===== config.mk =====
export PLATFORM = sky130hd
export DESIGN_NAME = rs232_push_arbiter
export DESIGN_NICKNAME = d
export VERILOG_FILES = /design/src/rtl/rs232_push_arbiter_pkg.sv /design/src/rtl/rs232_push_arbiter_fifo.sv /design/src/rtl/rs232_push_arbiter.sv
export SDC_FILE = /design/constraint.sdc
export NUM_CORES = 1
export LEC_CHECK = 0
export BUFFER_PORTS_ARGS = -buffer_cell sky130_fd_sc_hd__buf_2
export CORE_ASPECT_RATIO = 1.4
export CORE_MARGIN = 1
export CORE_UTILIZATION = 40
export CTS_CLUSTER_SIZE = 14
export DETAILED_ROUTE_END_ITERATION = 10
export PLACE_DENSITY = 0.58
export SLEW_MARGIN = 0
export SYNTH_ARGS = -nofsm -noshare
export SYNTH_HDL_FRONTEND = slang
export SYNTH_SLANG_ARGS = --single-unit

===== constraint.sdc =====
create_clock -name clock -period 3.2 [get_ports clock]
set_input_delay 0.64 -clock clock [delete_from_list [all_inputs] [get_ports clock]]
set_output_delay 0.64 -clock clock [all_outputs]
set_load 0.05 [all_outputs]

===== src/rtl/rs232_push_arbiter_pkg.sv =====
// Shared types and helpers for the packet-granular RS232 push arbiter.
package rs232_push_arbiter_pkg;

  localparam int unsigned ENTRY_W   = 9;
  localparam int unsigned MAX_PORTS = 8;
  localparam int unsigned IDX_W     = 3;

  typedef enum logic [0:0] {
    ST_IDLE   = 1'b0,
    ST_LOCKED = 1'b1
  } arb_state_e;

  typedef struct packed {
    logic             found;
    logic [IDX_W-1:0] idx;
  } rr_pick_t;

  // First set bit of mask searching ptr, ptr+1, ... modulo num.
  function automatic rr_pick_t next_port(input logic [MAX_PORTS-1:0] mask,
                                         input logic [IDX_W-1:0]     ptr,
                                         input int unsigned          num);
    rr_pick_t         pick;
    int unsigned      p;
    logic [IDX_W-1:0] pi;
    pick = '0;
    for (int unsigned k = 0; k < MAX_PORTS; k++) begin
      p  = (32'(ptr) + k) % num;
      pi = IDX_W'(p);
      if (k < num && !pick.found && mask[pi]) begin
        pick.found = 1'b1;
        pick.idx   = pi;
      end
    end
    return pick;
  endfunction

endpackage


===== src/rtl/rs232_push_arbiter_fifo.sv =====
// Per-port byte FIFO with registered fill count, almost-full and sticky overflow.
module push_fifo #(
  parameter int unsigned WIDTH       = 9,
  parameter int unsigned DEPTH       = 8,
  parameter int unsigned AFULL_SLACK = 3
) (
  input  logic             clock,
  input  logic             reset,
  input  logic             push_i,
  input  logic [WIDTH-1:0] data_i,
  input  logic             pop_i,
  output logic [WIDTH-1:0] head_c,
  output logic             empty_c,
  output logic             full_c,
  output logic             afull_o,
  output logic             overflow_o
);

  localparam int unsigned AW = $clog2(DEPTH);
  localparam int unsigned CW = AW + 1;

  logic [WIDTH-1:0] mem_q [DEPTH];
  logic [AW-1:0]    wr_ptr_q, rd_ptr_q;
  logic [CW-1:0]    count_q, count_d;
  logic             afull_q, overflow_q;
  logic             do_pop_c, do_push_c;

  assign empty_c   = (count_q == '0);
  assign full_c    = (count_q == CW'(DEPTH));
  assign head_c    = mem_q[rd_ptr_q];
  assign do_pop_c  = pop_i && !empty_c;
  // A same-cycle pop frees a slot, so a push into a full FIFO still lands.
  assign do_push_c = push_i && (!full_c || do_pop_c);
  assign count_d   = count_q + CW'(do_push_c) - CW'(do_pop_c);

  always_ff @(posedge clock or posedge reset) begin
    if (reset) begin
      wr_ptr_q   <= '0;
      rd_ptr_q   <= '0;
      count_q    <= '0;
      afull_q    <= 1'b0;
      overflow_q <= 1'b0;
    end else begin
      if (do_push_c) wr_ptr_q <= wr_ptr_q + AW'(1);
      if (do_pop_c)  rd_ptr_q <= rd_ptr_q + AW'(1);
      count_q    <= count_d;
      afull_q    <= (count_d >= CW'(DEPTH - AFULL_SLACK));
      overflow_q <= overflow_q | (push_i & full_c & ~do_pop_c);
    end
  end

  always_ff @(posedge clock) begin
    if (do_push_c) mem_q[wr_ptr_q] <= data_i;
  end

  assign afull_o    = afull_q;
  assign overflow_o = overflow_q;

endmodule


===== src/rtl/rs232_push_arbiter.sv =====
// Round-robin, packet-atomic arbiter feeding one RS232 transmit push interface.
module rs232_push_arbiter
  import rs232_push_arbiter_pkg::*;
#(
  parameter int unsigned NUM_PORTS   = 4,
  parameter int unsigned FIFO_DEPTH  = 8,
  parameter int unsigned AFULL_SLACK = 3
) (
  input  logic                         clock,
  input  logic                         reset,
  input  logic [8*NUM_PORTS-1:0]       idata,
  input  logic [NUM_PORTS-1:0]         ilast,
  input  logic [NUM_PORTS-1:0]         ienable,
  output logic [NUM_PORTS-1:0]         iafull,
  output logic [NUM_PORTS-1:0]         ioverflow,
  output logic [7:0]                   odata,
  output logic                         olast,
  output logic [$clog2(NUM_PORTS)-1:0] ochannel,
  output logic                         oenable,
  input  logic                         oafull
);

  localparam int unsigned PTR_W = $clog2(NUM_PORTS);

  logic [NUM_PORTS-1:0] empty_c, full_c, pop_c;
  logic [ENTRY_W-1:0]   head_c [NUM_PORTS];
  logic [MAX_PORTS-1:0] avail_c;
  rr_pick_t             pick_c;

  arb_state_e         state_q, state_d;
  logic [PTR_W-1:0]   rr_ptr_q, rr_ptr_d;
  logic [PTR_W-1:0]   grant_q, grant_d;
  logic [PTR_W-1:0]   sel_c;
  logic               do_pop_c;
  logic [ENTRY_W-1:0] sel_head_c;

  logic [7:0]         odata_q;
  logic               olast_q, oenable_q;
  logic [PTR_W-1:0]   ochannel_q;

  for (genvar i = 0; i < NUM_PORTS; i++) begin : g_fifo
    push_fifo #(
      .WIDTH      (ENTRY_W),
      .DEPTH      (FIFO_DEPTH),
      .AFULL_SLACK(AFULL_SLACK)
    ) u_fifo (
      .clock     (clock),
      .reset     (reset),
      .push_i    (ienable[i]),
      .data_i    ({ilast[i], idata[8*i +: 8]}),
      .pop_i     (pop_c[i]),
      .head_c    (head_c[i]),
      .empty_c   (empty_c[i]),
      .full_c    (full_c[i]),
      .afull_o   (iafull[i]),
      .overflow_o(ioverflow[i])
    );
  end

  always_comb begin
    avail_c                = '0;
    avail_c[NUM_PORTS-1:0] = ~empty_c;
  end

  assign pick_c = next_port(avail_c, IDX_W'(rr_ptr_q), NUM_PORTS);

  always_ff @(posedge clock or posedge reset) begin
    if (reset) begin
      state_q  <= ST_IDLE;
      rr_ptr_q <= '0;
      grant_q  <= '0;
    end else begin
      state_q  <= state_d;
      rr_ptr_q <= rr_ptr_d;
      grant_q  <= grant_d;
    end
  end

  // Next-state: IDLE picks a port and pops its head; LOCKED drains only the granted port.
  always_comb begin
    state_d    = state_q;
    rr_ptr_d   = rr_ptr_q;
    grant_d    = grant_q;
    sel_c      = grant_q;
    do_pop_c   = 1'b0;
    pop_c      = '0;
    case (state_q)
      ST_IDLE: begin
        if (!oafull && pick_c.found) begin
          sel_c    = PTR_W'(pick_c.idx);
          grant_d  = PTR_W'(pick_c.idx);
          do_pop_c = 1'b1;
        end
      end
      ST_LOCKED: begin
        if (!oafull && !empty_c[grant_q]) do_pop_c = 1'b1;
      end
      default: state_d = ST_IDLE;
    endcase
    sel_head_c = head_c[sel_c];
    if (do_pop_c) begin
      if (sel_head_c[ENTRY_W-1]) begin
        state_d  = ST_IDLE;
        rr_ptr_d = (sel_c == PTR_W'(NUM_PORTS - 1)) ? '0 : sel_c + PTR_W'(1);
      end else begin
        state_d  = ST_LOCKED;
      end
    end
    pop_c[sel_c] = do_pop_c;
  end

  // One-cycle output stage: a pop in cycle t is presented in cycle t+1.
  always_ff @(posedge clock or posedge reset) begin
    if (reset) begin
      odata_q    <= '0;
      olast_q    <= 1'b0;
      ochannel_q <= '0;
      oenable_q  <= 1'b0;
    end else begin
      oenable_q <= do_pop_c;
      olast_q   <= do_pop_c & sel_head_c[ENTRY_W-1];
      if (do_pop_c) begin
        odata_q    <= sel_head_c[7:0];
        ochannel_q <= sel_c;
      end
    end
  end

  assign odata    = odata_q;
  assign olast    = olast_q;
  assign ochannel = ochannel_q;
  assign oenable  = oenable_q;

endmodule


* Yosys cells after proc, flatten, opt, wreduce, memory -nomap -nowiden
Memories as Yosys holds them, arrays and structs flattened. Cells that the tools add are included.
Cells by class: $add $sub $neg 20, magnitude comparators 12, equal/unequal tests 5, mux-type cells 34, bitwise logic cells 21, reductions and logical operators 36
Operators by type and width (count):
- $add A3 B1 Y3 const B | 8
- $bmux W9 S2 | 1
- $mux W9 | 2
- $mux W1 | 17
- $add A4 B1 Y4 | 4
- $eq A4 B4 Y1 const B | 4
- $ge A4 B3 Y1 const B | 4
- $logic_not A4 Y1 | 4
- $lt A2 B4 Y1 const B | 4
- $mux W4 | 4
- $sub A4 B1 Y4 | 4
- $logic_and A1 B1 Y1 | 14
- $logic_not A1 Y1 | 13
- $bmux W1 S2 | 5
- $and A1 B1 Y1 | 9
- $lt A2 B3 Y1 const B | 2
- $mux W2 | 3
- $not A1 Y1 | 5
- $add A2 B1 Y2 const B | 2
- $add A2 B2 Y2 const B | 2
- $and A4 B4 Y4 | 1
- $logic_or A1 B1 Y1 | 4
- $not A4 Y4 | 1
- $or A1 B1 Y1 | 4
- other kinds (7) | 7
Word-level totals: flip-flop bits (word level) 65, bits in writable memories 288, input port bits 43, output and inout port bits 20, word-level logic and storage cells 159, memories kept 4
Memory list:
- g_fifo[0].u_fifo.mem_q | depth 8, bits a word 9, rd ports 1, clocked after Yosys merged registers in 0, wr ports 1, line rs232_push_arbiter_fifo.sv:22 | logic [WIDTH-1:0] mem_q [DEPTH];
- g_fifo[1].u_fifo.mem_q | depth 8, bits a word 9, rd ports 1, clocked after Yosys merged registers in 0, wr ports 1, line rs232_push_arbiter_fifo.sv:22
- g_fifo[2].u_fifo.mem_q | depth 8, bits a word 9, rd ports 1, clocked after Yosys merged registers in 0, wr ports 1, line rs232_push_arbiter_fifo.sv:22
- g_fifo[3].u_fifo.mem_q | depth 8, bits a word 9, rd ports 1, clocked after Yosys merged registers in 0, wr ports 1, line rs232_push_arbiter_fifo.sv:22

* Depth between registers and ports, before layout
depth after elaboration 28, gate-level depth with buffers 18, mapped depth without buffers 17

* By module
Synthesis repeated with hierarchy kept, for this count alone.
Unflattened totals: cells, all modules 808, area total of the unflattened synthesis 15144.5 sq um
By module, submodules not included:
- push_fifo | instances 4, cells each 177, area an instance 3502.1 sq um, sequential area each 2462.4 sq um
- rs232_push_arbiter | instances 1, cells each 100, area an instance 1136.1 sq um, sequential area each 425.4 sq um

* Least setup slack after synthesis
Ideal clock, no wire load.
path kind flip-flop to flip-flop, start point register g_fifo[0].u_fifo.count_q[2], end point memory g_fifo[2].u_fifo.mem_q[2][0], enable pin, setup time 403 ps, arrival 3173 ps, required time 2797 ps, slack -375 ps, stages on the path, launching flop included 11, path buffers 1, period minus slack after synthesis 3575 ps, path through dfrtp_1 > inv_1 > ha_1 > or3b_1 > clkbuf_1 > a211oi_1 > o22a_2 > a22oi_1 > o21ai_2 > nand2_1 > nor4b_1
On the way: longest elaborated chain between the ends 27, elaborated cells on any way between the ends 41, classes of those cells order compare (2); mux (23); bitwise (2); reduce/logical (14)
Ends and longest elaborated chain:
- from (decl) | line rs232_push_arbiter_fifo.sv:24 | logic [CW-1:0] count_q, count_d;
- from (signal assigned) | line rs232_push_arbiter_fifo.sv:46 | count_q <= count_d;
- $logic_not A4 Y1 * | line rs232_push_arbiter_fifo.sv:28 | assign empty_c = (count_q == '0);
- $not A4 Y4 | line rs232_push_arbiter.sv:62 | avail_c[NUM_PORTS-1:0] = ~empty_c;
- $bmux W1 S2 | line rs232_push_arbiter_pkg.sv:29 | if (k < num && !pick.found && mask[pi]) begin
- $mux W1 (implied by the code) | line rs232_push_arbiter_pkg.sv:29
- $mux W4 | line rs232_push_arbiter_pkg.sv:29
- $logic_not A1 Y1 | line rs232_push_arbiter_pkg.sv:29
- $logic_and A1 B1 Y1 | line rs232_push_arbiter_pkg.sv:29
- $mux W4 | line rs232_push_arbiter_pkg.sv:29
- [... 11 more ...]
- $mux W1 (implied by the code) | line rs232_push_arbiter.sv:109 | pop_c[sel_c] = do_pop_c;
- $demux W1 S2 | line rs232_push_arbiter.sv:109
- $and A4 B4 Y4 (no line) *
- $logic_and A1 B1 Y1 * | line rs232_push_arbiter_fifo.sv:31 | assign do_pop_c = pop_i && !empty_c;
- $logic_or A1 B1 Y1 * | line rs232_push_arbiter_fifo.sv:33 | assign do_push_c = push_i && (!full_c || do_pop_c);
- $logic_and A1 B1 Y1 * | line rs232_push_arbiter_fifo.sv:33
- $mux W1 * | line rs232_push_arbiter_fifo.sv:53 | if (do_push_c) mem_q[wr_ptr_q] <= data_i;
- $mux W1 (implied by the code) * | line rs232_push_arbiter_fifo.sv:53
- to (decl) | line rs232_push_arbiter_fifo.sv:22
Every way passes the cells marked *; elsewhere a longest branch is shown, timed or not. The select of a mux whose other input is x is not followed.

* Worst setup path after layout
start point register g_fifo[3].u_fifo.count_q[2], end point register g_fifo[2].u_fifo.afull_q
On the way: longest elaborated chain between the ends 28, elaborated cells on any way between the ends 42, classes of those cells add/sub (2); order compare (3); mux (21); bitwise (2); reduce/logical (14)
Ends and longest elaborated chain:
- from (decl) | line rs232_push_arbiter_fifo.sv:24
- from (signal assigned) | line rs232_push_arbiter_fifo.sv:46
- $logic_not A4 Y1 * | line rs232_push_arbiter_fifo.sv:28
- $not A4 Y4 | line rs232_push_arbiter.sv:62
- $bmux W1 S2 | line rs232_push_arbiter_pkg.sv:29
- $mux W1 (implied by the code) | line rs232_push_arbiter_pkg.sv:29
- $mux W4 | line rs232_push_arbiter_pkg.sv:29
- $logic_not A1 Y1 | line rs232_push_arbiter_pkg.sv:29
- $logic_and A1 B1 Y1 | line rs232_push_arbiter_pkg.sv:29
- $mux W4 | line rs232_push_arbiter_pkg.sv:29
- [... 13 more ...]
- $and A4 B4 Y4 (no line) *
- $logic_and A1 B1 Y1 * | line rs232_push_arbiter_fifo.sv:31
- $logic_or A1 B1 Y1 | line rs232_push_arbiter_fifo.sv:33
- $logic_and A1 B1 Y1 | line rs232_push_arbiter_fifo.sv:33
- $add A4 B1 Y4 | line rs232_push_arbiter_fifo.sv:34 | assign count_d = count_q + CW'(do_push_c) - CW'(do_pop_c);
- $sub A4 B1 Y4 * | line rs232_push_arbiter_fifo.sv:34
- via g_fifo[2].u_fifo.count_d[1] | line rs232_push_arbiter_fifo.sv:24
- $ge A4 B3 Y1 * | line rs232_push_arbiter_fifo.sv:47 | afull_q <= (count_d >= CW'(DEPTH - AFULL_SLACK));
- to (signal assigned) | line rs232_push_arbiter_fifo.sv:47
- to (decl) | line rs232_push_arbiter_fifo.sv:25 | logic afull_q, overflow_q;
Mark *: on every way through the listed nets, which the timed path passes. The rest lies on a longest branch. The select of a mux whose other input is x is not followed. A chain may end at the register's enable or synchronous reset.

==> impl_metrics.json <==
{
  "synth_area_leader_cell": "edfxtp_1",
  "gp_congestion": 0.824,
  "die_w_um": 164,
  "antenna_left": 0,
  "fmax_mhz": 300,
  "slew_headroom_pct": 58.7,
  "post-route-util_pct": 49.8,
  "post-route-min-period_ps": 3340,
  "fin_ws_ps": -136,
  "final_area_um2": 17900,
  "cts.clk_slew.worst_paths_ps": 60,
  "topRoutingLayerUsed": "met5",
  "p_total_mw": 17.9,
  "drive_gt1_share_pct": 39.3,
  "synth_cells": 808,
  "viasPerCell": 5.14,
  "worst-endpoint-arrival_ps": 3750,
  "grt_overflow": 0,
  "worst_clock_skew_ps": 20.8,
  "hp-class": "primary input to asynchronous set/reset pin",
  "ff_latch_area_um2": 10300,
  "hold_viol": 0,
  "cp-end-kind": "flip-flop",
  "root_buffer": "clkbuf_16",
  "area_delta_synth_final_pct": 21.7,
  "n_fill_cell": 2988,
  "rows": 82,
  "setup_viol": 9,
  "worstPathMaxFanout": 4,
  "io_pins": 63,
  "worstSetupPathType": "flip-flop to flip-flop",
  "start_kind": "flip-flop",
  "grt_max_degree": 34,
  "core-area_um2": 36000,
  "hpwl_um": 20700,
  "dr_wl_met2_um": 16400,
  "postCtsHoldBufs": 0,
  "clock_latency_ps": 530,
  "dpl_cell_area_um2": 16400,
  "synth_top_area_share_pct": 58.7,
  "clockBufferDepth": 3,
  "wl_met3_um": 1190,
  "multi_input_area_um2": 4420,
  "clock_sinks": 353,
  "synth_most_common_cell": "edfxtp_1",
  "synth_common_cells": "edfxtp_1, mux4_2, dfrtp_1",
  "wl_per_cell_um": 20.3,
  "avgSynthCellArea_um2": 18.2,
  "synthFlopType": "edfxtp_1",
  "synth_cell_type_count": 61,
  "grt.total_usage_pct": 16.8,
  "netlist_area_um2": 14700,
  "rsz0062_at_grt": "yes",
  "leakagePower_nw": 6.57,
  "antenna_found_initial": 2,
  "drt_iter0_markers": 394,
  "die_h_um": 229,
  "ys_warn_count": 0,
  "synth_seq_area_share_pct": 69.8,
  "violations": "setup timing",
  "synthTopCellsByArea": "edfxtp_1, dfrtp_1, mux4_2",
  "whs_ps": 49.1,
  "grt_pass1_wl_um": 47100,
  "async_reset_ff_share_pct": 18.4,
  "slew_violations": 0,
  "cts_buffers": 35,
  "drv_cap": 0,
  "first_pass_iters": 4,
  "tightest_slew_ps": 619,
  "wl_met1_um": 12100,
  "cts.htree.levels": 2,
  "post-route-period-util_pct": 104,
  "crit_required_ps": 3620,
  "power_density_nw_per_um2": 1000,
  "dp_slack_ps": -189,
  "cts_tree": "done",
  "ys_ff_latch": 353,
  "syn-num-nets": 886,
  "ir_drop_mv": 0.522,
  "grt_pass1_vias": 8120,
  "dieArea_um2": 37600,
  "totalWireLength_um": 30200,
  "vias": 7636,
  "start_util_pct": 40.9,
  "status": "complete, but fails checks",
  "final_nets": 1075,
  "synth_edf_count": 288,
  "drc": 0,
  "portBuffers": 62
}
[path summary, 6_finish.rpt]
| check | from | to | slack (ps) | cells after the start |
|---|---|---|---|---|
| min | reset | rr_ptr_q[1]$_DFFE_PP0P_ | 50 | 2 |
| min in group clock | idata[3] | g_fifo[0].u_fifo.mem_q[5][3]$_DFFE_PP_ | 380 | 1 |
| max | g_fifo[3].u_fifo.count_q[2]$_DFF_PP0_ | g_fifo[2].u_fifo.afull_o$_DFF_PP0_ | -140 | 16 |
| min reg2reg | g_fifo[3].u_fifo.overflow_o$_DFF_PP0_ | g_fifo[3].u_fifo.overflow_o$_DFF_PP0_ | 470 | 1 |
| max in group asynchronous | reset | g_fifo[2].u_fifo.rd_ptr_q[1]$_DFFE_PP0P_ | 2380 | 3 |
| max reg2reg | g_fifo[3].u_fifo.count_q[2]$_DFF_PP0_ | g_fifo[2].u_fifo.afull_o$_DFF_PP0_ | -140 | 16 |
[layout by cell type, fill, tap and decap left out, types with 10 or more instances in the layout]
master     instances
buf_4            116
inv_2             12
mux4_2            72
nand2b_1          10
inv_1             28
mux2i_1           59
a21oi_1           11
xnor2_1           13
nand2_1           19
nor3_1            13
ha_1              23
dfrtp_1           65
nor2_1            17
edfxtp_1         288
buf_2             62
clkbuf_16         36
[sequential cells by signal (all words and copies together) (netlist names)]
name / flops
g_fifo.u_fifo.overflow_o: 4
g_fifo.u_fifo.wr_ptr_q: 12
g_fifo.u_fifo.mem_q: 288
oenable: 1
state_q: 1
rr_ptr_q: 2
ochannel: 2
g_fifo.u_fifo.rd_ptr_q: 12
g_fifo.u_fifo.afull_o: 4
grant_q: 2
olast: 1
odata: 8
g_fifo.u_fifo.count_q: 16
[per-stage QoR]
stage,TNS [ps],instances
after floorplan,-10090,808
after global placement,-3240,1407
after detailed placement,-5060,1407
after CTS,-287,1476
after global routing,-10290,1486
final,-364,1486
[report_power, final]
group / switching, mW / leakage, nW / internal, mW
Combinational: 3.88 / 2.65 / 3.48
Clock: 1.68 / 0.551 / 2.33
Sequential: 0.564 / 3.37 / 6.00
Total: 6.13 / 6.57 / 11.8
[what timing repair did]
item	4_1_cts	5_1_grt
gates cloned	0	1
setup buffers	6	8
gates resized for setup	28	41
endpoints found under the setup margin	81	132
pin swaps	20	13
[metal layers]
metal / global-route usage, % / up-vias
li1: - / 3550
met1: 20.3 / 3922
met2: 30.5 / 120
met3: 2.79 / 42
met4: 4.75 / 2
met5: 0 / -
[kinds of logic after synthesis]
kind of cell,Yosys count,synth area share [%]
AO/OA/AOI/OAI,62,3.17
multiplexers,142,16.0
adder cells (fa/ha/maj),35,3.18
buffers and inverters,80,2.33
AND/OR/NAND/NOR,112,4.15
XOR/XNOR,24,1.43
flip-flops,353,69.8
[critical path: stages, from the launching register on]
cell and delay [ps]:
dfrtp_1 370, inv_2 60, ha_2 160, or3b_4 420
o41a_4 530, buf_6 130, buf_6 110, a22oi_2 230
or2_1 160, nand2_1 50, nand2_1 60, ha_2 180
inv_2 40, fa_2 520, inv_2 40, o21ai_2 110
nand2b_1 60
[cell type report]
class	instances	area share (%)
Sequential cell	353	57.3
Multi-Input combinational cell	375	24.6
Timing Repair Buffer	191	7.65
Clock buffer	48	5.50
Tap cell	462	3.23
Inverter	41	0.866
Clock inverter	15	0.754
Antenna cell	1	0.0140
Power figures use the tool's default switching activity.
